`src/rtl/ifetch_stage.sv`:
```
// ---------------------------------------------------------------------------
// ifetch_stage
//
// Instruction fetch front end. It holds the fetch PC, issues one instruction
// memory read per cycle while buffer space is available, and queues the
// returned words with their addresses in a 2-entry FIFO. Decode drains the
// FIFO through a valid/ready handshake. A redirect from execute reloads the
// PC, empties the FIFO and drops any read still in flight.
//
// Parameters
//   RESET_PC        first fetch address after reset
//
// Ports
//   clk             rising-edge clock
//   rst             synchronous reset, active-low
//   redirect_valid  redirect request from execute
//   redirect_pc     redirect target (bits [1:0] ignored)
//   imem_req        instruction memory read strobe
//   imem_addr       read address (always word aligned)
//   imem_rdata      read data, valid the cycle after imem_req
//   inst_valid      instruction available to decode
//   inst_ready      decode accepts the instruction
//   inst            instruction word at the FIFO head
//   inst_pc         address of inst
// ---------------------------------------------------------------------------
module ifetch_stage #(
  parameter logic [31:0] RESET_PC = 32'h0000_0000
) (
  input  logic        clk,
  input  logic        rst,
  input  logic        redirect_valid,
  input  logic [31:0] redirect_pc,
  output logic        imem_req,
  output logic [31:0] imem_addr,
  input  logic [31:0] imem_rdata,
  output logic        inst_valid,
  input  logic        inst_ready,
  output logic [31:0] inst,
  output logic [31:0] inst_pc
);

  localparam int DATA_W = 32;
  localparam int DEPTH  = 2;

  // Next sequential fetch address; plain 32-bit add so FFFF_FFFC wraps to 0.
  function automatic logic [DATA_W-1:0] next_pc(input logic [DATA_W-1:0] pc);
    return pc + 32'd4;
  endfunction

  // Redirect targets are forced onto a word boundary.
  function automatic logic [DATA_W-1:0] align_pc(input logic [DATA_W-1:0] pc);
    return {pc[DATA_W-1:2], 2'b00};
  endfunction

  // Entries held plus the outstanding read, less what decode takes this cycle.
  function automatic logic [2:0] occupancy(input logic [1:0] cnt,
                                           input logic       in_flight,
                                           input logic       take);
    return {1'b0, cnt} + {2'b00, in_flight} - {2'b00, take};
  endfunction

  // Fetch PC (stage p0: address presented to memory)
  logic [DATA_W-1:0] pc_p0;

  // Outstanding read (stage p1: response arrives this cycle)
  logic              vld_p1;
  logic [DATA_W-1:0] tag_p1;

  // Instruction buffer
  logic [DATA_W-1:0] buf_inst [DEPTH];
  logic [DATA_W-1:0] buf_pc   [DEPTH];
  logic              wr_ptr;
  logic              rd_ptr;
  logic [1:0]        count;

  logic running;
  logic pop;
  logic push;
  logic issue;

  // A redirect cycle is dead: nothing issued, delivered or captured.
  assign running    = rst && !redirect_valid;

  assign inst_valid = running && (count != 2'd0);
  assign pop        = inst_valid && inst_ready;

  // The response of the previous cycle's read lands now unless this cycle
  // flushes the pipeline, which is how in-flight reads get discarded.
  assign push       = running && vld_p1;

  // Only fetch when the word is guaranteed a FIFO slot; this is what keeps
  // the buffer from ever overflowing without a memory-side stall.
  assign issue      = running && (occupancy(count, vld_p1, pop) < 3'd2);

  assign imem_req   = issue;
  assign imem_addr  = pc_p0;
  assign inst       = buf_inst[rd_ptr];
  assign inst_pc    = buf_pc[rd_ptr];

  // Control state
  always_ff @(posedge clk) begin
    if (!rst) begin
      pc_p0  <= RESET_PC;
      vld_p1 <= 1'b0;
      count  <= 2'd0;
      wr_ptr <= 1'b0;
      rd_ptr <= 1'b0;
    end else if (redirect_valid) begin
      pc_p0  <= align_pc(redirect_pc);
      vld_p1 <= 1'b0;
      count  <= 2'd0;
      wr_ptr <= 1'b0;
      rd_ptr <= 1'b0;
    end else begin
      if (issue) begin
        pc_p0 <= next_pc(pc_p0);
      end
      vld_p1 <= issue;
      if (push) begin
        wr_ptr <= ~wr_ptr;
      end
      if (pop) begin
        rd_ptr <= ~rd_ptr;
      end
      case ({push, pop})
        2'b10:   count <= count + 2'd1;
        2'b01:   count <= count - 2'd1;
        default: count <= count;
      endcase
    end
  end

  // Datapath: tag capture and FIFO storage carry no reset; validity is
  // tracked entirely by the control state above.
  always_ff @(posedge clk) begin
    if (issue) begin
      tag_p1 <= pc_p0;
    end
    if (push) begin
      buf_inst[wr_ptr] <= imem_rdata;
      buf_pc[wr_ptr]   <= tag_p1;
    end
  end

endmodule

```
`config.mk`:
```
export PLATFORM = sky130hd
export DESIGN_NAME = ifetch_stage
export DESIGN_NICKNAME = d
export VERILOG_FILES = /design/src/rtl/ifetch_stage.sv
export SDC_FILE = /design/constraint.sdc
export NUM_CORES = 1
export LEC_CHECK = 0
export CORE_MARGIN = 3
export CORE_UTILIZATION = 54
export CTS_CLUSTER_SIZE = 24
export DETAILED_ROUTE_END_ITERATION = 7
export GPL_TIMING_DRIVEN = 0
export PLACE_DENSITY = 0.85
export SETUP_SLACK_MARGIN = 0.2
export SLEW_MARGIN = 10
export SYNTH_ARGS = -nofsm -noshare
export SYNTH_HDL_FRONTEND = slang
export SYNTH_SLANG_ARGS = --single-unit
```
`constraint.sdc`:
```
create_clock -name clk -period 10.6 [get_ports clk]
set_input_delay 2.12 -clock clk [delete_from_list [all_inputs] [get_ports clk]]
set_output_delay 2.12 -clock clk [all_outputs]
set_load 0.01 [all_outputs]
```
Word level (Yosys, flattened, before mapping) --
Memories as Yosys holds them, arrays and structs flattened. A register that Yosys moved wholly into a read port is not among the register bits. Cells that the tools add are included.
Storage, ports and cells: flip-flop bits (word level) 69, word-level logic and storage cells 39, memory bits (writable) 128, input port bits 68, memories kept 2
Operators by class: reduce and logical (&&, ||, !) cells 10, bitwise logic cells 3, mux-type cells 9, equality and inequality tests 2, add/subtract/negate cells 5, $lt $le $gt $ge 1
Memory list:
- buf_inst | depth 2, width 32, rd ports 1, clocked after Yosys merged registers in 1, write ports 1, RTL line 70 | logic [DATA_W-1:0] buf_inst [DEPTH];
- buf_pc | depth 2, width 32, rd ports 1, clocked after Yosys merged registers in 1, write ports 1, RTL line 71 | logic [DATA_W-1:0] buf_pc [DEPTH];
Operators by type and width (count):
- $mux W32 | 2
- $add A32 B3 Y32 const B | 1
- $mux W1 | 6
- $reduce_bool A2 Y1 | 3
- $logic_and A1 B1 Y1 | 5
- $pmux W2 S2 | 1
- $add A2 B1 Y3 | 1
- $lt A3 B2 Y1 const B | 1
- $not A1 Y1 | 3
- $sub A3 B1 Y3 | 1
- $add A2 B1 Y2 const B | 1
- $eq A2 B1 Y1 const B | 1
- $eq A2 B2 Y1 const B | 1
- $reduce_or A2 Y1 | 1
- $sub A2 B1 Y2 const B | 1
- $logic_not A1 Y1 | 1

Longest topological paths before layout --
Gate-level depths: netlist (run 1).
depth in word-level cells 9, gate-level depth with buffers 14

Least setup slack after synthesis (run 1) --
OpenSTA, ideal clock, no wires.
path kind input -> output, from input rst, to output imem_req, arrival 4870 ps, buffers on the path 2, stages on the path 11, setup slack 3610 ps, cells stage by stage clkbuf_1 > nand2b_1 > nor2_1 > and2_1 > ha_1 > nand2b_1 > fa_1 > xnor2_1 > nand3_2 > inv_1 > buf_2
Between the ends: longest elaborated chain between the ends 6
RTL lines:
- start: declaration | RTL line 30 | input logic rst,
- $logic_and A1 B1 Y1 | RTL line 82 | assign running = rst && !redirect_valid;
- $logic_and A1 B1 Y1 | RTL line 84 | assign inst_valid = running && (count != 2'd0);
- named net inst_valid | RTL line 36 | output logic inst_valid,
- $logic_and A1 B1 Y1 | RTL line 85 | assign pop = inst_valid && inst_ready;
- named net pop | RTL line 77 | logic pop;
- $sub A3 B1 Y3 | RTL line 59 | return {1'b0, cnt} + {2'b00, in_flight} - {2'b00, take};
- $lt A3 B2 Y1 | RTL line 93 | assign issue = running && (occupancy(count, vld_p1, pop) < 3'd2);
- $logic_and A1 B1 Y1 | RTL line 93
- end: declaration | RTL line 33 | output logic imem_req,
The timed path passes the listed nets, and every way through them passes these cells.

Worst setup path in the final report (run 1) --
from input rst, to output imem_req
Between the ends: longest elaborated chain between the ends 6
RTL lines (RTL line):
- $logic_and A1 B1 Y1 | 82
- $logic_and A1 B1 Y1 | 84
- $logic_and A1 B1 Y1 | 85
- named net pop | 77
- $sub A3 B1 Y3 | 59
- $lt A3 B2 Y1 | 93
- $logic_and A1 B1 Y1 | 93
The timed path passes the listed nets, and every way through them passes these cells.

==> qor.yml, run 1 <==
p_total_uw: 1550
synth-seq-cells: 190
status: "complete, no violations"
diodes: 0
worstPathArrival_ps: 6770
criticalPathCategory: "input port to output pin"
ir_drop_mv: 0.115
viasPerCell: 5.82
antenna_found_initial: 0
clock_sinks: 190
cts_buffers: 17
gp_congestion: 0.879
syn2layout_area_growth_pct: 32.9
maxCapViolCount: 0
place_hpwl_mm: 12.0
clkTransAtPathRegs_ps: 70
clock_tree.buffer_depth: 2
pre_cts_slack_ps: 1760
synthCells: 498
seqPwrFrac: 0.544
worst_setup_path_start_kind: "input port"
required_ps: 8480
synth_ff_type: "edfxtp_1"
max_freq_mhz: 113
finalHoldViolations: 0
final_layout_size_suffix_gt1_frac: 0.168
worst_pin_slew_ps: 1040
first_pass_iters: 5
end_kind: "output pin"
fin_crit_ps: 8890
die_x_um: 124
cp_max_fo: 40
min_path_type: "flop to flop"
grt_pass1_vias: 5087
io_pins: 166
pwr-share-clk: 0.389
grt_remaining_overflow: 0
drtAntennaViolNets: 0
num_vias: 5066
synth_warnings: 0
syn_area_sq_um: 7550
grt_max_degree: 48
synth_commonest_cells: "edfxtp_1 (154), mux2_2 (64), dfxtp_1 (36)"
finalSetupViolCount: 0
synth.area.top_cells: "edfxtp_1 (61%), dfxtp_1 (9.5%), mux2_2 (9.5%)"
grt_usage: 0.224
finClkSkew_ps: 10.5
routed_wirelength_mm: 17.3
layout_setup_ws_ps: 1710
syn-mean-instance-area_sq_um: 15.2
htree_levels: 4
p_int_uw: 1220
nets: 754
synthArstFlopShare: 0
power_density_nw_per_um2: 155
dieArea_sq_um: 15400
core_region_area_sq_um: 13500
post_cts_buffers: 0
grt_pass1_wl_mm: 27.4
p_leak_uw: 0.00334
worstSkewPairLatency_ps: 430
yosysMostFrequentCell: "edfxtp_1"
synth-edff-count: 154
port_buffers: 159
drt_iter0_markers: 600
synth_top_area_frac: 0.613
tns_ps: 0
n_fill_cell: 880
maxSlewViolCount: 0
wl_per_cell_um: 19.8
pwr-share-comb: 0.066
start_util: 0.561
max_slew_margin: 0.304
cts_tree: "done"
power.net_switching_uw: 331
period_share: 0.838
yosysSeqAreaShare: 0.708
drc_errors: 0
whs_ps: 445
dieHeight_um: 124
switching_share: 0.213
cts_root_buf: "clkbuf_16"
cts_resized: 0
rows: 42
rsz0062_at_grt: "no"
yosys.area.top_type: "edfxtp_1"
postCtsHoldBufs: 0
yosysUniqueCellTypes: 53
## power by group through the flow
| stage | combinational (uW) | sequential, uW | clock, uW |
|---|---|---|---|
| final | 103 | 845 | 604 |
| after floorplan | 36.6 | 858 | 0 |
| after detailed placement | 102 | 860 | 0 |
| after global placement | 97.3 | 859 | 0 |
| after global routing | 110 | 847 | 648 |
| after CTS | 103 | 844 | 615 |
## critical path, stage by stage
cell	delay (ps)
clkdlybuf4s50_1	480
clkbuf_1	350
nand2b_1	250
nor2_1	240
and2_1	250
ha_1	260
nand2b_1	160
fa_1	390
xnor2_1	340
nand3_2	250
inv_1	220
buf_2	760
clkdlybuf4s50_1	690
## sequential cells by signal, indices dropped and copies added, names as in the netlist, named ones only
register,flops
buf_inst,64
wr_ptr,1
rd_ptr,1
buf_pc,60
vld_p1,1
imem_addr,30
tag_p1,30
count,2
## cells by family after synthesis
group | share of synthesized area
buf+inv | 0.0197
mux | 0.0968
fa+ha+maj | 0.00763
compound gates | 0.0600
xor+xnor | 0.0139
flops | 0.708
other cells | 0.000497
simple gates | 0.0932
## through the flow
step / cells / instance area, sq um / util
after floorplan: 501 / 7560 / -
after global placement: 836 / 9370 / 0.697
after detailed placement: 839 / 9460 / 0.703
after CTS: 871 / 10000 / 0.746
after global routing: 871 / 10000 / 0.746
final: 871 / 10000 / 0.746
## worst paths after layout
check                                           start                        end  slack [ps]  depth (start not counted)
worst max register to register  count[1]$_SDFFE_PP0P_  imem_addr[7]$_SDFFE_PN0P_        6630                         13
worst min-delay path             tag_p1[15]$_DFFE_PP_    buf_pc[0][15]$_DFFE_PP_         450                          0
worst max-delay path                              rst                   imem_req        1710                         13
worst min register to register   tag_p1[15]$_DFFE_PP_    buf_pc[0][15]$_DFFE_PP_         450                          0
## placed cells by master, fill, tap and decap left out, types with 7 or more instances in the layout
master	count
clkdlybuf4s50_1	159
edfxtp_1	154
mux2_2	64
dfxtp_1	36
a21oi_1	23
nor2_1	20
clkbuf_1	19
nand2_1	17
clkbuf_16	17
nand3_1	15
inv_1	10
nand4_1	10
a22oi_1	10
nor2b_1	9
o21ai_0	8
and2_1	7
xnor2_1	7
a31oi_1	7
nor3_1	7
and3_1	7
o22ai_1	7
## final cells by class
cell class	instances	area, sq um	area share
plain buffers	25	111	0.0111
flip-flops and latches	190	5350	0.533
multi-input cells	276	2080	0.207
well taps	176	220	0.0220
inverters	10	37.5	0.00374
clock buffers	20	457	0.0455
clock inverters	12	115	0.0115
repair buffers	162	1670	0.166
## per-layer routing
metal  vias up  part of all wire  GRT usage
li1       2272                 -          -
met1      2474              0.40      0.292
met2       287              0.50      0.368
met3        33             0.079     0.0511
met4         0             0.019     0.0870
met5         -                 0          0
Note: power is estimated with default switching activity, not from simulation.
==> inputs of run 2 (changes only) <==
- CORE_UTILIZATION: 54 -> 46
- PLACE_DENSITY: 0.85 -> 0.77
- clock period: 10.6 -> 7.4 ns (I/O delays scaled with it)
==> run 2 against run 1 <==
  * Setup slack worse by 1300 ps
  * Via count down 2.5%
  * Clock power grew 43%
  * Clock skew is 2.1 ps lower
  * Worst hold slack got worse by 0.66 ps
  * Non-clock buffer count stayed put
  * Final area grew 0.67%
  * Highest routed layer unchanged
==> qor.yml, run 2 (synthesis gave the netlist of run 1 again) <==
min_path_type: "flop to flop"
routed_wirelength_mm: 16.7  # -3.5%
ir_drop_mv: 0.168  # +46%
diodes: 0  # unchanged
nets: 754  # unchanged
worstPathArrival_ps: 5510  # -1260 ps
period_share: 0.945
finalSetupViolCount: 0  # unchanged
max_slew_margin: 0.374  # +0.0699
required_ps: 5920  # -2560 ps
multiInputGateArea_sq_um: 2080  # unchanged
worst_setup_path_start_kind: "input port"
slowest_delay_ps: 600  # -160 ps
reg2reg_depth: 13  # unchanged
min_path_cells: 0  # unchanged
drt_iter0_markers: 429  # -28%
start_util: 0.473  # -0.0876
layout_setup_ws_ps: 406  # -1310 ps
cp_slowest_cell: "clkdlybuf4s50_1"
p_leak_uw: 0.00336  # +0.70%
largest_reg_flops: 64  # unchanged
dieHeight_um: 134  # +7.9%
rows: 46  # +9.5%
power_density_nw_per_um2: 220  # +42%
io_pins: 166  # unchanged
place_hpwl_mm: 11.6  # -2.9%
grt_usage: 0.186  # -0.0386
cts_buffers: 17  # unchanged
worst_pin_slew_ps: 931  # -104 ps
viasPerCell: 5.42  # -6.8%
drtAntennaViolNets: 0  # unchanged
place_area_sq_um: 9520  # +0.61%
gp_congestion: 0.896  # +1.9%
reg_top3: "buf_inst (64), buf_pc (60)"
die_x_um: 134  # +7.9%
final_layout_size_suffix_gt1_frac: 0.168  # unchanged
first_pass_iters: 5  # unchanged
startpoint: "rst"
dieArea_sq_um: 18000  # +17%
clkTransAtPathRegs_ps: 60  # about the same
r2r-end: "imem_addr[11]$_SDFFE_PN0P_"
clock_tree.buffer_depth: 2  # unchanged
grt_pass1_wl_mm: 26.1  # -4.6%
core_region_area_sq_um: 15900  # +19%
grt_remaining_overflow: 0  # unchanged
min_from: "tag_p1[27]$_DFFE_PP_"
fin_crit_ps: 6990
cts_tree: "done"
port_buffers: 159  # unchanged
register_area_sq_um: 5350  # unchanged
criticalPathCategory: "input port to output pin"
maxCapViolCount: 0  # unchanged
r2r_start: "count[1]$_SDFFE_PP0P_"
final_cell_mix: "clkdlybuf4s50_1 (159), edfxtp_1 (154), mux2_2 (64)"
worst-r2r-setup-slack_ps: 3880  # -2750 ps
n_fill_cell: 1184  # +35%
end_kind: "output pin"
fin_area_sq_um: 10100  # +0.67%
grt_pass1_vias: 4999  # -1.7%
num_vias: 4939  # -2.5%
drc_errors: 0  # unchanged
status: "complete, no violations"
htree_levels: 4  # unchanged
pre_cts_slack_ps: -180  # -1940 ps
wl_per_cell_um: 18.3  # -7.7%
hold_end: "buf_pc[0][27]$_DFFE_PP_"
rsz0062_at_grt: "no"
cts_root_buf: "clkbuf_16"
final_common_cell: "clkdlybuf4s50_1"
finClkSkew_ps: 8.45  # -2.07 ps
worstSkewPairLatency_ps: 420  # about the same
syn2layout_area_growth_pct: 33.8
antenna_found_initial: 0  # unchanged
cp_cell_sequence: "clkdlybuf4s50_1 > clkbuf_2 > nand2b_1 > nor2_1 > and2_1 > ha_1 > nand2b_1 > fa_1 > xnor2_1 > nand3_2 > inv_1 > buf_8 > clkdlybuf4s50_1"
clock_sinks: 190  # unchanged
grt_max_degree: 45  # -6.3%
cp_max_fo: 40  # unchanged
post_cts_buffers: 0  # unchanged
finalHoldViolations: 0  # unchanged
max_freq_mhz: 143
top_register: "buf_inst"
maxSlewViolCount: 0  # unchanged
run 2: cell count changes in the layout (fill, tap and decap cells not counted):
cell        before  now
buf_12           1    0
buf_16           2    3
buf_2            2    1
buf_8            0    1
clkbuf_2         0    1
clkinv_2         1    2
clkinv_4         3    4
clkinvlp_4       6    2
inv_8            0    1
run 2: through the flow:
step                 util  power [uW]  std cells  TNS (ps)  hold slack, ps
global placement    0.591        1370        876      -175             423
global route        0.633        2300        911         0             459
CTS                 0.633        2240        911         0             447
detailed placement  0.597        1380        879      -180             431
finish              0.633        2220        911         0             445
floorplan               -        1280        501         0             421
run 2: repair_timing:
| action | 4_1_cts | 5_1_grt |
|---|---|---|
| hold endpoints to repair | 0 | 0 |
| pin swaps | 0 | 0 |
| cloned | 0 | 0 |
| endpoints found under the setup margin | 1 | 1 |
| resized for setup | 2 | 4 |
| hold buffers | 0 | 0 |
run 2: worst max-delay path, delay by kind of cell:
kind                       cells  cell delay, ps
buffers and inverters          5            1930
and+or+nand+nor                5            1130
xor gates and xnor gates       1             330
adders and majority gates      2             630
run 2: worst max path at each step:
stage                    end  slack [ps]  cells after the start
floorplan           imem_req        1690                     11
global placement    imem_req        -180                     13
detailed placement  imem_req        -180                     13
CTS                 imem_req         240                     13
global route        imem_req         180                     13
finish              imem_req         410                     13
run 2: power by group:
group / switching (uW) / internal (uW)
combinational: 64.0 / 82.9
clock: 379 / 486
sequential: 27.0 / 1180
run 2: final cells by class:
type,instances,area share
Sequential cell,190,0.529
Multi-Input combinational cell,276,0.206
Timing Repair Buffer,162,0.166
Clock buffer,21,0.0456
Tap cell,216,0.0268
Buffer,25,0.0121
Clock inverter,11,0.0109
Inverter,10,0.00372
run 2: layer usage:
| layer | global-route usage | up-vias | share of wire |
|---|---|---|---|
| met5 | 0 | - | 0 |
| met3 | 0.0458 | 21 | 0.072 |
| li1 | - | 2281 | - |
| met1 | 0.234 | 2408 | 0.41 |
| met2 | 0.312 | 229 | 0.50 |
| met4 | 0.0690 | 0 | 0.015 |
==> inputs of run 3 (changes only) <==
- HOLD_SLACK_MARGIN: default -> 0.1
==> results of run 3 <==
No change in the layout: final DEF, timing and power equal those of run 2.
